<file path="src/rtl/puf_hex_sender.sv">
// puf_hex_sender: turns one PUF response word into uppercase ASCII hex
// characters (most significant nibble first) followed by CR LF. Characters
// are handed to a UART transmitter one at a time. The transmitter has no
// busy or done signal, so starts are paced by a fixed inter-start gap.
module puf_hex_sender #(
  parameter int DATA_WIDTH = 32,
  parameter int CLK_FREQ   = 27_000_000,
  parameter int BAUD_RATE  = 115200,
  parameter int BYTE_GAP   = (CLK_FREQ / BAUD_RATE) * 12
) (
  input  logic                  clk,
  input  logic                  reset_n,
  input  logic [DATA_WIDTH-1:0] in_data,
  input  logic                  in_valid,
  output logic                  in_ready,
  output logic [7:0]            tx_data,
  output logic                  tx_start,
  output logic                  busy
);

  localparam int NHEX  = DATA_WIDTH / 4;
  localparam int NCHAR = NHEX + 2;
  localparam int CNT_W = $clog2(BYTE_GAP + 1);
  localparam int IDX_W = $clog2(NCHAR);

  localparam logic [CNT_W-1:0] GAP_LOAD = CNT_W'(BYTE_GAP - 1);
  localparam logic [CNT_W-1:0] CNT_ONE  = CNT_W'(1);
  localparam logic [CNT_W-1:0] CNT_ZERO = CNT_W'(0);
  localparam logic [IDX_W-1:0] IDX_LAST = IDX_W'(NCHAR - 1);
  localparam logic [IDX_W-1:0] IDX_CR   = IDX_W'(NHEX);
  localparam logic [IDX_W-1:0] IDX_ZERO = IDX_W'(0);
  localparam logic [IDX_W-1:0] IDX_ONE  = IDX_W'(1);

  typedef enum logic [1:0] {
    ST_IDLE = 2'd0,
    ST_SEND = 2'd1,
    ST_GAP  = 2'd2
  } state_t;

  state_t                state_q, state_d;
  logic [DATA_WIDTH-1:0] shift_q, shift_d;
  logic [IDX_W-1:0]      idx_q, idx_d;
  logic [CNT_W-1:0]      cnt_q, cnt_d;
  logic [7:0]            tx_data_q, tx_data_d;
  logic                  tx_start_q;
  logic                  in_ready_q;
  logic                  busy_q;
  logic [DATA_WIDTH-1:0] shift_next_s;
  logic [IDX_W-1:0]      idx_next_s;

  // Map a 4-bit value to its uppercase ASCII hex digit.
  function automatic logic [7:0] nib2hex(input logic [3:0] nib);
    logic [7:0] res;
    if (nib < 4'd10) begin
      res = 8'h30 + {4'h0, nib};
    end else begin
      res = 8'h37 + {4'h0, nib};
    end
    return res;
  endfunction

  // Character for a given position; hex digits come from the top nibble of
  // the already-shifted word, then CR, then LF.
  function automatic logic [7:0] char_at(input logic [IDX_W-1:0] idx,
                                         input logic [DATA_WIDTH-1:0] word);
    logic [7:0] res;
    if (idx < IDX_CR) begin
      res = nib2hex(word[DATA_WIDTH-1 -: 4]);
    end else if (idx == IDX_CR) begin
      res = 8'h0D;
    end else begin
      res = 8'h0A;
    end
    return res;
  endfunction

  assign shift_next_s = shift_q << 4;
  assign idx_next_s   = idx_q + IDX_ONE;

  // Next-state logic: handshake, character sequencing and gap pacing.
  always_comb begin
    state_d   = state_q;
    shift_d   = shift_q;
    idx_d     = idx_q;
    cnt_d     = cnt_q;
    tx_data_d = tx_data_q;
    case (state_q)
      ST_IDLE: begin
        if (in_valid) begin
          state_d   = ST_SEND;
          shift_d   = in_data;
          idx_d     = IDX_ZERO;
          tx_data_d = nib2hex(in_data[DATA_WIDTH-1 -: 4]);
        end else begin
          state_d = ST_IDLE;
        end
      end
      ST_SEND: begin
        state_d = ST_GAP;
        cnt_d   = GAP_LOAD;
      end
      ST_GAP: begin
        // Leaving when the count reaches zero keeps SEND-to-SEND at BYTE_GAP.
        if (cnt_q <= CNT_ONE) begin
          cnt_d = CNT_ZERO;
          if (idx_q == IDX_LAST) begin
            state_d = ST_IDLE;
          end else begin
            state_d   = ST_SEND;
            idx_d     = idx_next_s;
            shift_d   = shift_next_s;
            tx_data_d = char_at(idx_next_s, shift_next_s);
          end
        end else begin
          cnt_d = cnt_q - CNT_ONE;
        end
      end
      default: begin
        state_d = ST_IDLE;
      end
    endcase
  end

  // State, datapath and registered outputs; outputs follow the next state so
  // they are aligned with the state they describe.
  always_ff @(posedge clk or negedge reset_n) begin
    if (!reset_n) begin
      state_q    <= ST_IDLE;
      shift_q    <= '0;
      idx_q      <= IDX_ZERO;
      cnt_q      <= CNT_ZERO;
      tx_data_q  <= 8'h00;
      tx_start_q <= 1'b0;
      in_ready_q <= 1'b1;
      busy_q     <= 1'b0;
    end else begin
      state_q    <= state_d;
      shift_q    <= shift_d;
      idx_q      <= idx_d;
      cnt_q      <= cnt_d;
      tx_data_q  <= tx_data_d;
      tx_start_q <= (state_d == ST_SEND);
      in_ready_q <= (state_d == ST_IDLE);
      busy_q     <= (state_d != ST_IDLE);
    end
  end

  assign in_ready = in_ready_q;
  assign tx_data  = tx_data_q;
  assign tx_start = tx_start_q;
  assign busy     = busy_q;

endmodule

</file>
<file path="config.mk">
export PLATFORM = sky130hd
export DESIGN_NAME = puf_hex_sender
export DESIGN_NICKNAME = d
export VERILOG_FILES = /design/src/rtl/puf_hex_sender.sv
export SDC_FILE = /design/constraint.sdc
export NUM_CORES = 1
export LEC_CHECK = 0
export CAP_MARGIN = 0
export CORE_UTILIZATION = 49
export DETAILED_ROUTE_END_ITERATION = 8
export PLACE_DENSITY = 0.73
export SYNTH_ARGS = -nofsm -noshare
export SYNTH_HDL_FRONTEND = slang
export SYNTH_SLANG_ARGS = --single-unit
</file>
<file path="constraint.sdc">
create_clock -name clk -period 2.2 [get_ports clk]
set_clock_uncertainty 0.05 [all_clocks]
set_input_delay 0.44 -clock clk [delete_from_list [all_inputs] [get_ports clk]]
set_output_delay 0.44 -clock clk [all_outputs]
set_load 0.05 [all_outputs]
</file>
Yosys cells after proc, flatten, opt, wreduce, memory -nomap -nowiden
Cells that the tools add are included.
{ "word_totals": {"out_inout_bits": 11, "register_bits": 57, "in_bits": 35} }
{ "op_classes": {"n_addsub": 6, "order_cmp": 4, "muxes": 22, "n_eq_ne": 8, "n_reduce_logical": 6} }
{ "op_table": {"columns": ["op", "n"], "rows": [
  ["28-bit two-way mux", 3],
  ["28-bit case mux with 2 select lines", 1],
  ["8-bit two-way mux", 4],
  ["6-bit by 4-bit adder with 7-bit output (first input constant)", 4],
  ["12-bit case mux with 2 select lines", 1],
  ["8-bit case mux with 2 select lines", 1],
  ["7-bit two-way mux", 2],
  ["12-bit by 1-bit less-or-equal comparator with 1-bit output (second input constant)", 1],
  ["4-bit < comparator (second input constant)", 3],
  ["12-bit two-way mux", 1],
  ["4-bit two-way mux", 3],
  ["12-bit by 1-bit subtractor with 12-bit output (second input constant)", 1],
  ["4-bit equality test (second input constant)", 2],
  ["4-bit case mux with 2 select lines", 1],
  ["2-bit != test (second input constant)", 3],
  ["2-bit case mux with 3 select lines", 1],
  ["2-bit nonzero test", 3],
  ["4-bit by 1-bit adder with 4-bit output (second input constant)", 1],
  ["2-bit by 1-bit equality test with 1-bit output (second input constant)", 2],
  ["2-bit zero test", 2],
  ["4-bit AND reduction", 1],
  ["3-bit two-way mux", 1],
  ["2-bit equality test (second input constant)", 1],
  ["1-bit two-way mux", 2],
  ["2-bit two-way mux", 1]
]} }

Longest topological paths before layout
{ "logic_depth": {"depth_word": 7, "mapped_depth": 9, "ltp_nobuf": 6} }

Worst setup path after synthesis
No wires, ideal clock.
{ "synth_path": {"path_kind": "reg-to-reg", "start": "reg cnt_q[4]", "end": "reg tx_data_q[3] (netlist: tx_data[3])", "synth_period_minus_slack_ns": 2.245, "path_buffers": 3, "arrival_ns": 2.068, "required_ns": 2.022, "slack_ns": -0.045, "setup_ns": 0.128, "path_stages_with_launch": 8, "path_cell_list": "dfrtp_1 > clkbuf_1 > or4_1 > buf_2 > o41ai_4 > nand2_2 > buf_6 > mux2_1"} }
{ "synth_between": {"elab_chain_cells": 3} }
{ "synth_lines": {"columns": ["element", "line_no", "text"], "rows": [
  ["start: declaration", "43", "logic [CNT_W-1:0] cnt_q, cnt_d;"],
  ["start signal: assignment", "140", "cnt_q <= cnt_d;"],
  ["12-bit by 1-bit less-or-equal comparator with 1-bit output", "104", "if (cnt_q <= CNT_ONE) begin"],
  ["2-bit != test (no source line)", null, null],
  ["4-bit AND reduction (no source line)", null, null],
  ["end signal: assignment", "141", "tx_data_q <= tx_data_d;"],
  ["end: declaration", "44", "logic [7:0] tx_data_q, tx_data_d;"]
]} }
No other way between the ends.
A chain may end at the register's enable or synchronous reset.

Worst setup path after layout
{ "layout_path": {"start": "reg cnt_q[4]", "end": "reg shift_q[11]"} }
{ "layout_between": {"elab_chain_cells": 3} }
{ "layout_lines": {"columns": ["element", "line_no", "text"], "rows": [
  ["12-bit by 1-bit less-or-equal comparator with 1-bit output", "104", null],
  ["2-bit != test (no source line)", null, null],
  ["4-bit AND reduction (no source line)", null, null],
  ["end signal: assignment", "138", "shift_q <= shift_d;"],
  ["end: declaration", "41", "logic [DATA_WIDTH-1:0] shift_q, shift_d;"]
]} }
No other way between the ends.

==> impl_metrics.json <==
{
  "status": "finished clean",
  "finalCritPeriodShare_pct": 97.5,
  "maxSlewViolCount": 0,
  "syn_area_per_cell_um2": 9.97,
  "worst_slew_pin_slew_ns": 0.523,
  "final_antenna_net_count": 0,
  "pwr-share-comb_pct": 6.2,
  "seq_area_frac_synth_pct": 44.2,
  "cp_slowest_cell": "or4_4",
  "clockBufferDepth": 2,
  "setup_viol": 0,
  "dr.pass1.iters": 4,
  "power.switching_uw": 412,
  "synth-seq-cells": 56,
  "wirelength_mm": 7.16,
  "use_met1_pct": 28.9,
  "root_buffer": "clkbuf_8",
  "cts_buffers": 5,
  "wl_per_cell_um": 16.1,
  "grt_pass1_wl_mm": 11.9,
  "seq_area_um2": 1400,
  "synthTopCellsByArea": "dfrtp_1, mux2i_1, a21oi_1, a31oi_1, ha_1",
  "yosysWarningCount": 0,
  "ys_types": 56,
  "grt_pass1_vias": 2566,
  "grt.busiest_layer": "met2",
  "cp_top_family": "compound AO/OA/AOI/OAI gates",
  "power_mw": 1.74,
  "port_buffers": 44,
  "synth_common_cells": "dfrtp_1, a21oi_1, mux2i_1, a31oi_1, clkbuf_1",
  "core_um2": 6100,
  "antenna_cells": 0,
  "area_growth_pct": 26.4,
  "worst-path-buf-inv": 2,
  "synth_top_cell_by_area": "dfrtp_1",
  "die_area_um2": 6800,
  "layout-drive-gt1-share_pct": 14.8,
  "p_seq_share_pct": 59.0,
  "cp-startpoint": "cnt_q[4]",
  "setup_tns_ns": 0,
  "cts_sinks": 56,
  "netlist_area_um2": 3170,
  "hp-start": "tx_data[2]",
  "p_leak_nw": 2.01,
  "cap_violations": 0,
  "arrival_ns": 2.34,
  "netlist.area_leader.share_pct": 43.4,
  "whs_ns": 0.452,
  "max_freq_mhz": 466,
  "place_inst": 432,
  "reg2reg_from": "cnt_q[4]",
  "initialDrtViolationCount": 118,
  "rsz0062_at_grt": "true",
  "crit_fanout": 23,
  "cp-end-kind": "register",
  "yosysMostFrequentCell": "dfrtp_1",
  "overflow": 0,
  "synth-async-reset-ratio_pct": 100,
  "cellPowerDensity_nw_per_um2": 435,
  "p_clk_share_pct": 34.8,
  "avgViaCountPerCell": 5.99,
  "die_h_um": 82.5,
  "num_rows": 28,
  "gp_congestion": 0.762,
  "place_ws_ns": -0.0145,
  "irDropWorstVdd_mv": 0.364,
  "nets": 414,
  "clk_pin_slew_ns": 0.11,
  "clk_latency_ns": 0.32,
  "antenna_found_initial": 0,
  "cp.required_ns": 2.39,
  "dp_hpwl_mm": 4.87,
  "cts_tree": "done",
  "fill_cells": 509,
  "critPathKind": "reg -> reg",
  "synthFlopType": "dfrtp_1",
  "grt_max_degree": 50,
  "start_util_pct": 52.0,
  "path_cells": "or4_4 -> o41ai_4 -> buf_6 -> buf_16 -> a21oi_1 -> a31oi_1",
  "p_int_mw": 1.33,
  "slew-limit-headroom_pct": 65.0,
  "synth-edff-count": 0,
  "ios": 46,
  "p_sw_share_pct": 23.7,
  "dieWidth_um": 82.5,
  "gr-usage-met3_pct": 3.96,
  "grt_usage_pct": 22.9,
  "syn_nets": 362,
  "setup_slack_ns": 0.0548,
  "worstHoldPathType": "reg -> reg",
  "critPathMaxStageDelay_ns": 0.59,
  "h-tree-depth": 2,
  "dr_total_vias": 2671,
  "remaining_drc_errors": 0,
  "startpoint_type": "register",
  "fin_crit_ns": 2.15,
  "met2_usage_pct": 39.9,
  "postSynthCellCount": 318,
  "finalHoldViolCount": 0,
  "multi_input_area_um2": 1630,
  "final_cell_count_no_fill": 446
}
worst register-to-register path, stage by stage (launching register included):
cell,delay [ns]
dfrtp_1,0.40
or4_4,0.59
o41ai_4,0.41
buf_6,0.22
buf_16,0.17
a21oi_1,0.08
a31oi_1,0.16
routing by layer:
layer / part of all wire, % / vias to the layer above
met5: 0 / -
met3: 3.3 / 9
met2: 51 / 57
li1: - / 1283
met1: 45 / 1322
met4: 1.1 / 0
sequential cells by signal, summed over array words and instances, names as in the netlist:
signal,cells
busy,1
cnt_q,12
idx_q,4
in_ready,1
shift_q,28
state_q,2
tx_data,7
tx_start,1
power by group through the flow:
stage	Clock (mW)	Combinational, mW	Sequential [mW]
finish	0.606	0.108	1.03
global route	0.661	0.118	1.03
detailed placement	0	0.108	1.05
CTS	0.624	0.110	1.03
floorplan	0	0.0153	1.05
global placement	0	0.107	1.05
logic make-up after synthesis:
group	after synthesis	synth area share (%)
other cells	1	0.118
xor+xnor	4	1.10
flops	56	44.2
fa+ha+maj	9	3.55
compound gates	107	22.1
mux	37	12.0
buf+inv	41	5.48
simple gates	63	11.4
per-stage QoR:
stage	instance area, µm²	utilization (%)
floorplan	3180	-
global placement	3810	62.5
detailed placement	3810	62.5
CTS	3920	64.3
global route	4010	65.8
finish	4010	65.8
layout by cell type, fill, tap and decap left out, types with 4 or more instances in the layout:
master           instances
ha_1                     8
buf_12                   4
inv_1                   15
dfrtp_1                 55
nor3_1                   5
buf_4                   19
mux2_2                   6
a22o_1                   5
nor2_1                   5
a31oi_1                 24
nand2_1                 15
clkdlybuf4s50_1         43
clkbuf_8                 5
nor2b_1                  8
a21oi_1                 33
o21ai_0                 12
nand3_1                  5
nand2b_1                 4
mux2i_1                 28
worst paths after layout:
path / cells after the start / slack, ns / endpoint
worst max register to register: 6 / 0.05 / shift_q[11]
min in group asynchronous: 2 / 0.52 / shift_q[16]
worst max-delay path: 6 / 0.05 / shift_q[11]
max in group asynchronous: 3 / 0.97 / in_ready
worst min register to register: 1 / 0.45 / tx_data[2]
worst min-delay path: 1 / 0.45 / tx_data[2]
layout make-up:
cell class              count  area share [%]
repair buffers             71            18.3
multi-input cells         221            40.6
clock inverters             3           0.655
well taps                  75            2.34
clock buffers               5            1.72
inverters                  15            1.40
flip-flops and latches     56            35.0
what timing repair did:
item / 4_1_cts / 5_1_grt
gates cloned: 0 / 1
endpoints found under the hold margin: 14 / 0
hold buffers: 1 / 0
pin swaps: 0 / 3
endpoints found under the setup margin: 6 / 38
setup buffers: 0 / 4
gates resized for setup: 1 / 9
No activity file was read; power rests on OpenSTA's default activity.
